## src/rtl/tqv_sprite_pixel_gen.sv

```systemverilog
// Pixel stage for the 640x480 video peripheral: background, optional frame border and one
// bouncing square sprite, with hsync/vsync delayed so they stay aligned with colour.
module tqv_sprite_pixel_gen #(
    parameter int SIZE     = 32,
    parameter int H_ACTIVE = 640,
    parameter int V_ACTIVE = 480
) (
    input  logic        clk,
    input  logic        rst_n,
    input  logic        hsync,
    input  logic        vsync,
    input  logic        display_on,
    input  logic [9:0]  hpos,
    input  logic [9:0]  vpos,
    input  logic [5:0]  bg_color,
    input  logic [5:0]  fg_color,
    input  logic        border_en,
    input  logic        move_en,
    input  logic [2:0]  speed,
    input  logic        load,
    input  logic [9:0]  load_x,
    input  logic [9:0]  load_y,
    output logic [7:0]  vga_out,
    output logic        frame_tick,
    output logic [9:0]  sprite_x,
    output logic [9:0]  sprite_y
);

    localparam logic [9:0] MAX_X  = 10'(H_ACTIVE - SIZE);
    localparam logic [9:0] MAX_Y  = 10'(V_ACTIVE - SIZE);
    localparam logic [9:0] SIZE_W = 10'(SIZE);
    localparam logic [9:0] H_LAST = 10'(H_ACTIVE - 1);
    localparam logic [9:0] V_LAST = 10'(V_ACTIVE - 1);

    // One axis of bounce motion; returns {new_dir, new_pos}. Sum kept in 11 bits to avoid wrap.
    function automatic logic [10:0] step_axis(input logic [9:0] pos, input logic dir,
                                              input logic [2:0] spd, input logic [9:0] lim);
        logic [10:0] sum;
        sum = {1'b0, pos} + {8'b0, spd};
        if (!dir) begin
            if (sum >= {1'b0, lim}) return {1'b1, lim};
            else                    return {1'b0, sum[9:0]};
        end else begin
            if (pos <= {7'b0, spd}) return {1'b0, 10'd0};
            else                    return {1'b1, pos - {7'b0, spd}};
        end
    endfunction

    logic [9:0]  x_q, x_d, y_q, y_d;
    logic        dir_x_q, dir_x_d, dir_y_q, dir_y_d;
    logic        vsync_d_q;
    logic        armed_q;
    logic        tick_q;
    logic        frame_event;
    logic [10:0] step_x, step_y;

    logic        disp_q, spr_q, bord_q, hs_q, vs_q;
    logic        in_sprite, on_border;
    logic [10:0] dx, dy;
    logic [5:0]  colour;
    logic [7:0]  vga_q, vga_d;

    // armed_q keeps a vsync that is already high at reset release from counting as an edge
    assign frame_event = vsync & ~vsync_d_q & armed_q;
    assign step_x      = step_axis(x_q, dir_x_q, speed, MAX_X);
    assign step_y      = step_axis(y_q, dir_y_q, speed, MAX_Y);

    always_comb begin
        x_d     = x_q;
        y_d     = y_q;
        dir_x_d = dir_x_q;
        dir_y_d = dir_y_q;
        if (load) begin
            x_d = (load_x > MAX_X) ? MAX_X : load_x;
            y_d = (load_y > MAX_Y) ? MAX_Y : load_y;
        end else if (frame_event && move_en) begin
            x_d     = step_x[9:0];
            dir_x_d = step_x[10];
            y_d     = step_y[9:0];
            dir_y_d = step_y[10];
        end
    end

    always_ff @(posedge clk or negedge rst_n) begin
        if (!rst_n) begin
            x_q       <= '0;
            y_q       <= '0;
            dir_x_q   <= 1'b0;
            dir_y_q   <= 1'b0;
            vsync_d_q <= 1'b0;
            armed_q   <= 1'b0;
            tick_q    <= 1'b0;
        end else begin
            x_q       <= x_d;
            y_q       <= y_d;
            dir_x_q   <= dir_x_d;
            dir_y_q   <= dir_y_d;
            vsync_d_q <= vsync;
            armed_q   <= 1'b1;
            tick_q    <= frame_event;
        end
    end

    // A borrow in the 11-bit difference means the pixel lies left of / above the sprite
    assign dx        = {1'b0, hpos} - {1'b0, x_q};
    assign dy        = {1'b0, vpos} - {1'b0, y_q};
    assign in_sprite = !dx[10] && (dx[9:0] < SIZE_W) && !dy[10] && (dy[9:0] < SIZE_W);
    assign on_border = (hpos == 10'd0) || (hpos == H_LAST) ||
                       (vpos == 10'd0) || (vpos == V_LAST);

    always_ff @(posedge clk or negedge rst_n) begin
        if (!rst_n) begin
            disp_q <= 1'b0;
            spr_q  <= 1'b0;
            bord_q <= 1'b0;
            hs_q   <= 1'b0;
            vs_q   <= 1'b0;
        end else begin
            disp_q <= display_on;
            spr_q  <= in_sprite;
            bord_q <= on_border;
            hs_q   <= hsync;
            vs_q   <= vsync;
        end
    end

    always_comb begin
        colour = bg_color;
        if (!disp_q)                  colour = 6'd0;
        else if (spr_q)               colour = fg_color;
        else if (border_en && bord_q) colour = fg_color;
        vga_d = {hs_q, colour[0], colour[2], colour[4], vs_q, colour[1], colour[3], colour[5]};
    end

    always_ff @(posedge clk or negedge rst_n) begin
        if (!rst_n) vga_q <= '0;
        else        vga_q <= vga_d;
    end

    assign vga_out    = vga_q;
    assign frame_tick = tick_q;
    assign sprite_x   = x_q;
    assign sprite_y   = y_q;

endmodule

```

## config.mk

```make
export PLATFORM = sky130hd
export DESIGN_NAME = tqv_sprite_pixel_gen
export DESIGN_NICKNAME = d
export VERILOG_FILES = /design/src/rtl/tqv_sprite_pixel_gen.sv
export SDC_FILE = /design/constraint.sdc
export NUM_CORES = 1
export LEC_CHECK = 0
export ABC_AREA = 1
export CAP_MARGIN = 30
export CORE_UTILIZATION = 51
export CTS_CLUSTER_DIAMETER = 30
export CTS_CLUSTER_SIZE = 25
export DETAILED_ROUTE_END_ITERATION = 7
export PLACE_DENSITY_LB_ADDON = 0.08
export SYNTH_ARGS = -nofsm -noshare
export SYNTH_HDL_FRONTEND = slang
export SYNTH_SLANG_ARGS = --single-unit
```

## constraint.sdc

```tcl
create_clock -name clk -period 2.2 [get_ports clk]
set_input_delay 0.44 -clock clk [delete_from_list [all_inputs] [get_ports clk]]
set_output_delay 0.44 -clock clk [all_outputs]
set_load 0.02 [all_outputs]
```

==> qor_table.md <==
| Parameter | This run | Unit |
|:---|:---|:---|
| Max incr delay on CP | 420 | ps |
| Ratio of cells with drive above 1 in the final layout | 0.207 | - |
| Inst Count DP | 837 | - |
| Routed wire length on met3 | 902 | um |
| Num ports | 92 | - |
| Post-synthesis sequential element count | 37 | - |
| Hold Fails Final Rpt | 0 | - |
| Crit path buf inv count | 1 | - |
| Number of nets in the final layout | 846 | - |
| Clock slew seen by the registers of the worst setup and hold paths | 80 | ps |
| Beginning of the worst register-to-register path | sprite_y[0] | - |
| Synthesis Warnings | 0 | - |
| Clock Tree Buf Depth | 2 | - |
| Average cell area after synthesis | 6.67 | um2 |
| Proportion of synthesized chip area in sequential cells | 0.241 | - |
| Clock network latency to the later pin of the worst-skew pair | 300 | ps |
| Critical path endpoint category | register | - |
| RD Place Congestion | 0.976 | - |
| Endpoint of the worst register-to-register path | sprite_y[1] | - |
| Number of distinct library cell variants in the gate-level netlist after synthesis | 49 | - |
| Overflow left after global routing | 0 | - |
| Delay-heaviest family, CP | simple AND/OR/NAND/NOR gates | - |
| Critical path class | reg -> reg | - |
| List of cells traversed by the critical path | ha_2 -> fa_2 -> nand2_1 -> nand2_2 -> nand3_2 -> xor2_1 -> nand3_2 -> nand2_2 -> inv_1 -> nand3_1 -> nand2_1 | - |
| Largest net degree at the start of global routing | 20 | - |
| Master cell of the clock root buffer | sky130_fd_sc_hd__clkbuf_8 | - |
| Met2 wire length | 6.06 | mm |
| Final setup skew | 9.67 | ps |
| Count of hold buffers inserted by post-cts repair | 0 | - |
| Post-layout utilization of the core | 0.786 | - |
| Die width | 88.8 | um |
| Top library cells by usage in the layout, fill and taps aside | sky130_fd_sc_hd__nand2_1 (135), sky130_fd_sc_hd__clkdlybuf4s50_1 (87), sky130_fd_sc_hd__buf_4 (81) | - |
| Pins Over Slew Limit | 0 | - |
| Total detailed-routing wirelength | 12.7 | mm |
| Share of synthesized registers carrying an async set or reset | 1.00 | - |
| Post-synthesis instance total | 577 | - |
| Final critical path time including I/O delays and setup | 2160 | ps |
| Vias in the first global route | 4472 | - |
| # rows | 31 | - |
| Gr usage total | 0.331 | - |
| Placeable core region | 7250 | um2 |
| Critical path data required time | 2380 | ps |
| Worst IR drop on VDD | 0.468 | mV |
| Total negative setup slack | 0 | ps |
| Total clock buffers created by CTS | 5 | - |
| Initial antenna violation count | 0 | - |
| Final ANT Viol Nets | 0 | - |
| Final non-filler cell total | 849 | - |
| Reg2Reg Setup Slack | 40 | ps |
| Sink count of the clock tree | 37 | - |
| Input/output buffers | 91 | - |
| Type of element launching the critical path | register | - |
| Relative area change from synthesis to final layout | 48.3 | % |
| Power density over the cells | 563 | nW/um2 |
| Endpoints failing setup | 0 | - |
| Leakage power total | 2.81 | nW |
| Slowest stage cell, crit path | sky130_fd_sc_hd__dfrtp_1 | - |
| Starting Density | 0.530 | - |
| Die Area | 7890 | um2 |
| Clock H-tree levels | 2 | - |
| TritonCTS clock tree | built | - |
| Post-synth EDFFs | 0 | - |
| Total routed wire length on the met1 layer | 5.12 | mm |
| Outcome | finished, final reports clean | - |
| Final Cycle Share | 0.980 | - |
| Iter 0 DRT Violations | 298 | - |
| Main flop type after synthesis | sky130_fd_sc_hd__dfrtp_1 | - |
| Achievable clock frequency | 464 | MHz |
| # DRC | 0 | - |
| Wire length of the first global-routing pass | 20.2 | mm |
| Via count normalized by instance count | 5.48 | - |
| Final HPWL from detailed placement | 10.1 | mm |
| Die outline height | 88.8 | um |
| Leading cell type in the layout, fill and taps excluded | sky130_fd_sc_hd__nand2_1 | - |
| Worst slack on hold paths | 64.4 | ps |
| Synthesized net count | 674 | - |
| Highest metal layer used by the detailed router | met4 | - |
| Hold/Removal Path Class | in -> async | - |
| Crit path max fanout | 3 | - |
| Wirelength per Cell | 15.0 | um |
| DR pass1 iterations | 7 | - |
| Count of maximum capacitance violations | 0 | - |
| Total number of vias | 4654 | - |
| Arrival time at the worst endpoint | 2330 | ps |
| Synthesized cell area | 3850 | um2 |
| Worst Reg2Reg Path Length in Cells | 11 | - |
| Diode insertion count for antenna repair | 0 | - |
## registers in the layout, indices dropped and copies added (netlist names)
| register | count |
|---|---|
| sprite_x | 10 |
| sprite_y | 10 |
| vga_out | 8 |
| armed_q | 1 |
| bord_q | 1 |
| dir_x_q | 1 |
| dir_y_q | 1 |
| disp_q | 1 |
| frame_tick | 1 |
| hs_q | 1 |
| spr_q | 1 |
| vs_q | 1 |
## cells by family after synthesis
| group | Yosys count | synth area share |
|---|---|---|
| XOR/XNOR | 21 | 0.0478 |
| AND/OR/NAND/NOR | 307 | 0.358 |
| other | 1 | 0.000975 |
| AO/OA/AOI/OAI | 90 | 0.140 |
| adder cells (fa/ha/maj) | 34 | 0.118 |
| flip-flops | 37 | 0.241 |
| buffers and inverters | 87 | 0.0947 |
## layer usage
layer,vias up,global-route usage
li1,2254,-
met1,2093,0.399
met4,0,0.179
met3,57,0.0494
met2,250,0.569
met5,-,0
## cell usage after synthesis, drive strengths merged (2+ instances only)
cell	instances	area, um2
a21o	2	15.0
a21oi	28	163
a22oi	2	15.0
a31oi	6	37.5
buf	6	50.0
clkbuf	2	17.5
dfrtp	37	926
fa	4	80.1
ha	30	375
inv	79	297
nand2	151	587
nand3	45	235
nand4	20	125
nor2	75	313
nor3	7	51.3
nor4	7	43.8
o211ai	2	15.0
o21a	2	15.0
o21ai	36	180
o21bai	3	22.5
xor2	20	175
## final cells by class
type                       instances  area (um2)
clock buffer                       5        68.8
clock inverter                     3        65.1
fill                             536        1550
inverter                          79         302
multi-input combinational        453        2700
sequential                        37         931
tap                               99         124
timing repair buffer             173        1520
## timing repair
action / CTS / global route
pin swaps: 3 / 6
setup buffers: 0 / 4
cloned: 0 / 0
setup endpoints to repair: 22 / 22
gates resized for setup: 18 / 30
## per-stage QoR
step	area [um2]	setup slack (ps)	power (mW)
after floorplan	3850	76.5	1.69
after global placement	5390	-532	2.34
after detailed placement	5390	-592	2.38
after CTS	5610	4.19	3.12
after global routing	5700	-32.2	3.41
final	5700	43.9	3.21
## worst max path at each step
stage | cells after the start | end | slack, ps | from
3_3_place_gp | 15 | sprite_x[3] | -530 | speed[0]
5_1_grt | 14 | sprite_y[7] | -30 | sprite_y[0]
4_1_cts | 14 | sprite_y[8] | 4 | sprite_y[0]
2_1_floorplan | 13 | sprite_x[6] | 80 | sprite_x[0]
6_report | 11 | sprite_y[1] | 40 | sprite_y[0]
3_5_place_dp | 15 | sprite_y[7] | -590 | speed[0]
## report_power, final
group / leakage (nW) / switching (mW) / internal [mW] / total, mW
clock network: 0.0681 / 0.256 / 0.451 / 0.707
registers: 0.454 / 0.0981 / 0.743 / 0.841
logic: 2.29 / 0.902 / 0.760 / 1.66
Note: power is estimated with default switching activity, not from simulation.
==> RTL edit 1, RTL diff (same settings) <==
Register the input `load` before use. The logic sees it one clock later. The other inputs are not delayed to match.
--- a/src/rtl/tqv_sprite_pixel_gen.sv
+++ b/src/rtl/tqv_sprite_pixel_gen.sv
@@ -32,4 +32,10 @@
     localparam logic [9:0] H_LAST = 10'(H_ACTIVE - 1);
     localparam logic [9:0] V_LAST = 10'(V_ACTIVE - 1);
+
+    logic load_q;
+
+    always_ff @(posedge clk) begin
+        load_q <= load;
+    end
 
     // One axis of bounce motion; returns {new_dir, new_pos}. Sum kept in 11 bits to avoid wrap.
@@ -71,5 +77,5 @@
         dir_x_d = dir_x_q;
         dir_y_d = dir_y_q;
-        if (load) begin
+        if (load_q) begin
             x_d = (load_x > MAX_X) ? MAX_X : load_x;
             y_d = (load_y > MAX_Y) ? MAX_Y : load_y;
Behaviour: not the same (Yosys sat finds a counterexample within 4 cycles, from zero or initial values and one cycle with rst_n low).
==> RTL edit 1 against the original RTL <==
Synthesized area rose by 0.52%; sequential cell count rose by 1; utilization is 0.075 points lower; via count barely moved; total power rose by 1.0%; worst setup slack improved by 1.0 ps; non-clock buffer count down 1; routed wire length rose by 3.1%; sequential power grew 2%; die area grew 0.51%; cell count did not move; design area increased by 0.44%; clock skew decreased by 2.3 ps; largest power group unchanged.
==> RTL edit 1: results (changes against the original RTL) <==
r2r startpoint sprite_x[0]; first-pass GRT wire length 20100 um (-0.78%); routability cong. 0.962 (-1.4%); Distinct cells, synth 50 (+2.0%); status complete, no violations; Synth area leaders dfrtp_1, nand2_1, ha_1; Net Count, Synth 675 (+0.15%); root buf cell clkbuf_8; largest net degree at the start of global routing 20 (unchanged); ratio of cells with drive above 1 in the final layout 21.5% (+0.80 points); Layout Nets 846 (unchanged); reg2reg path depth 13 (+2); Sw Ratio 39.6% (+0.45 points); Fin Clk Skew 7.41 ps (-2.25 ps); Detailed Route WL 13100 um (+3.1%); GR Util All Layers 33.2% (+0.093 points); vias in the first global route 4355 (-2.6%); hold_ws 69.3 ps (+4.90 ps); DR pass1 iterations 5 (-2); Clock transition at path regs 80 ps (about the same); Via density 5.48 (about the same); cell area after placement 0.00541 sq mm (+0.23%); DRT iter0 DRCs 326 (+9.4%); leak pwr 2.82 nW (+0.47%); DP Wirelength 9930 um (-1.2%); synthesized instance count 578 (+0.17%); Synth top cells by count nand2_1, inv_1, nor2_1; WL/cell 15.4 um (+3.1%); sequential fraction of the synthesis area 24.5% (+0.39 points); maximum fanout along the worst path 5 (+2); async set or reset register ratio after synthesis 97.4% (-2.6 points); Max VDD drop 0.421 mV (-10%); FF-to-FF End sprite_x[2]
[RTL edit 1: cell count changes after synthesis, sizes merged]
cell	delta
dfxtp	+1
[RTL edit 1: worst max-delay path: stages, from the launching register on]
cell     delay (ps)
dfrtp_2         440
inv_2            70
ha_2            170
inv_2            50
fa_2            350
nand2_2          80
nand2_1          70
a211o_1         340
nand2_2         120
inv_2            80
nand2_1          70
o21ai_1          60
nand2_1          60
nand3_1          70
[RTL edit 1: through the flow]
stage	util, %	setup TNS, ps	setup WS [ps]
detailed placement	74.1	-11080	-553
CTS	76.9	0	44.3
finish	78.6	0	44.9
global route	78.6	-222	-48.5
global placement	74.1	-9900	-516
floorplan	-	0	76.5
[RTL edit 1: how the worst max path moves through the flow]
| stage | slack [ps] | startpoint | cells past startpoint | end |
|---|---|---|---|---|
| finish | 40 | sprite_x[0] | 13 | sprite_x[2] |
| global route | -50 | sprite_y[2] | 14 | sprite_y[7] |
| CTS | 40 | sprite_x[0] | 13 | sprite_x[2] |
| detailed placement | -550 | speed[0] | 15 | sprite_x[2] |
| global placement | -520 | speed[0] | 13 | sprite_x[7] |
| floorplan | 80 | sprite_x[0] | 13 | sprite_x[6] |
[RTL edit 1: final cells by class]
type	instances	area, sq um
inverter	79	299
sequential	38	951
clock inverter	3	68.8
timing repair buffer	172	1510
multi-input combinational	453	2710
tap	99	124
fill	566	1560
clock buffer	5	68.8
[RTL edit 1: repair_timing]
item | in CTS | in global routing
buffers inserted | 0 | 4
pin swaps | 3 | 8
resized for setup | 20 | 40
endpoints found under the setup margin | 22 | 22
[RTL edit 1: layer usage]
metal  vias to the layer above  GRT usage (%)  wire [um]
met3                        46           4.71        889
li1                       2258              -          -
met4                         0           15.0        495
met5                         -              0          0
met1                      2131           42.4       5360
met2                       220           56.1       6360
[RTL edit 1: logic make-up after synthesis]
logic type / count (synthesis) / synth area share, %
AOI/OAI and AO/OA: 90 / 13.9
adders and majority gates: 34 / 11.8
and+or+nand+nor: 307 / 35.6
other: 1 / 0.0970
buffers and inverters: 87 / 9.42
xor gates and xnor gates: 21 / 4.76
DFF: 38 / 24.5
[RTL edit 1: power by group through the flow]
stage | Sequential [mW] | Clock [mW] | Combinational (mW)
final | 0.855 | 0.740 | 1.65
after global routing | 0.863 | 0.771 | 1.81
after CTS | 0.848 | 0.741 | 1.56
after detailed placement | 0.858 | 0 | 1.52
after global placement | 0.854 | 0 | 1.49
after floorplan | 0.913 | 0 | 0.794
==> RTL edit 2, RTL diff (same flow settings) <==
Made on the original files. `SIZE`: 32 -> 16.
--- a/src/rtl/tqv_sprite_pixel_gen.sv
+++ b/src/rtl/tqv_sprite_pixel_gen.sv
@@ -2,5 +2,5 @@
 // bouncing square sprite, with hsync/vsync delayed so they stay aligned with colour.
 module tqv_sprite_pixel_gen #(
-    parameter int SIZE     = 32,
+    parameter int SIZE     = 16,
     parameter int H_ACTIVE = 640,
     parameter int V_ACTIVE = 480
Function: changed (Yosys sat finds a counterexample within 4 cycles, from zero or initial values and one cycle with rst_n low).
==> RTL edit 2 against the original RTL <==
The run now ends with negative setup slack left; design area fell by 1.1%; routed wire length fell by 1.2%; total power fell by 2.3%; maximum frequency fell by 2.5%; worst setup slack got worse by 56 ps; synthesized area fell by 1.7%; sequential cell count did not move; largest power group unchanged; critical path depth rose by 5.
==> RTL edit 2: results (changes against the original RTL) <==
Worst Hold Class input port to async pin; GR Util All Layers 32.1% (-1.1 points); vias in the first global route 4338 (-3.0%); leak pwr 2.86 nW (+1.9%); Via density 5.30 (-3.3%); ratio of cells with drive above 1 in the final layout 20.1% (-0.54 points); count of final setup violators 1 (+1); sequential fraction of the synthesis area 24.5% (+0.42 points); met1 WL 5050 um (-1.4%); Max VDD drop 0.391 mV (-16%); placed insts 842 (+0.60%); Detailed Route WL 12600 um (-1.2%); cell area after placement 0.00526 sq mm (-2.6%); Net Count, Synth 694 (+3.0%); Distinct cells, synth 37 (-24%); H-tree levels 2 (unchanged); Tightest Pin Transition 856 ps; Fin Clk Skew 9.94 ps (+0.269 ps); GR met1 Demand/Resource 37.9% (-2.0 points); async set or reset register ratio after synthesis 100% (unchanged); DR pass1 iterations 5 (-2); Top delay family on crit path simple AND/OR/NAND/NOR gates; met3 layer usage reported by global route 4.34% (-0.61 points); antenna cells 0 (unchanged); root buf cell clkbuf_8; DP Wirelength 9920 um (-1.3%); slowest cell delay on critical path 460 ps (+40 ps); yosys warns 0 (unchanged); total CTS buffers 5 (unchanged); DRT iter0 DRCs 268 (-10%); largest net degree at the start of global routing 38 (+90%); Synth area leaders dfrtp_1, nand2_1, ha_1; status finished, violations left; met2 Use GR 57.6% (+0.65 points); failing checks negative setup slack; Post-Syn Area per Cell 6.33 sq um (-5.0%); Synth top cells by count nand2_1, inv_1, nor2_1; uppermost layer routed met4; Sw Ratio 43.0% (+3.9 points); Vias 4579 (-1.6%); metal3 WL 723 um (-20%); maximum fanout along the worst path 5 (+2); routability cong. 0.963 (-1.3%); initial antenna violation count 0 (unchanged); Clock transition at path regs 90 ps; final worst slack -11.7 ps (-55.6 ps); Congestion Overflow GR 0 (unchanged); worst path arrival time 2410 ps (+80 ps); Setup TNS -11.7 ps (-11.7 ps); first-pass GRT wire length 19200 um (-4.8%); Clock Latency Late Sink 300 ps (about the same); Layout Nets 861 (+1.8%); pre-CTS WS -634 ps (-42.1 ps); highest-delay cell along the critical path dfrtp_2; CTS max path bufs 2 (unchanged); DR WL met2 6200 um (+2.3%); PortBufs 91 (unchanged)
RTL edit 2: kinds of logic (layout without fill, tap and decap cells):
group / after synthesis / count (layout) / synth area share, %
AND/OR/NAND/NOR: 324 / 324 / 36.2
XOR/XNOR: 19 / 19 / 4.40
buffers and inverters: 100 / 268 / 10.2
AO/OA/AOI/OAI: 82 / 82 / 12.5
flip-flops: 37 / 37 / 24.5
adder cells (fa/ha/maj): 34 / 34 / 12.0
other: 1 / 1 / 0.0992
RTL edit 2: repair_timing:
action | 4_1_cts | 5_1_grt
setup endpoints to repair | 22 | 23
resized for setup | 18 | 45
pin swaps | 6 | 13
buffers inserted | 7 | 7
RTL edit 2: area by class of cell:
type	count	area, sq um
well taps	99	124
fillers	548	1580
multi-input cells	460	2660
repair buffers	171	1500
flip-flops and latches	37	932
clock buffers	5	68.8
inverters	89	334
clock inverters	3	17.5
RTL edit 2: power by group through the flow:
stage | Sequential, mW | Combinational [mW] | Clock [mW]
2_1_floorplan | 0.885 | 0.860 | 0
3_3_place_gp | 0.839 | 1.62 | 0
3_5_place_dp | 0.841 | 1.65 | 0
4_1_cts | 0.828 | 1.68 | 0.498
5_1_grt | 0.840 | 1.99 | 0.528
6_report | 0.834 | 1.81 | 0.492
RTL edit 2: final timing paths:
| kind | startpoint | end | slack [ps] | depth (start not counted) |
|---|---|---|---|---|
| worst max-delay path | sprite_x[0] | sprite_x[2] | -10 | 16 |
| worst min-delay path | rst_n | bord_q | 240 | 1 |
| worst max register to register | sprite_x[0] | sprite_x[2] | -10 | 16 |
| worst min register to register | hs_q | vga_out[7] | 360 | 0 |
| max in group asynchronous | rst_n | sprite_x[1] | 1350 | 1 |
| min in group clk | hs_q | vga_out[7] | 360 | 0 |
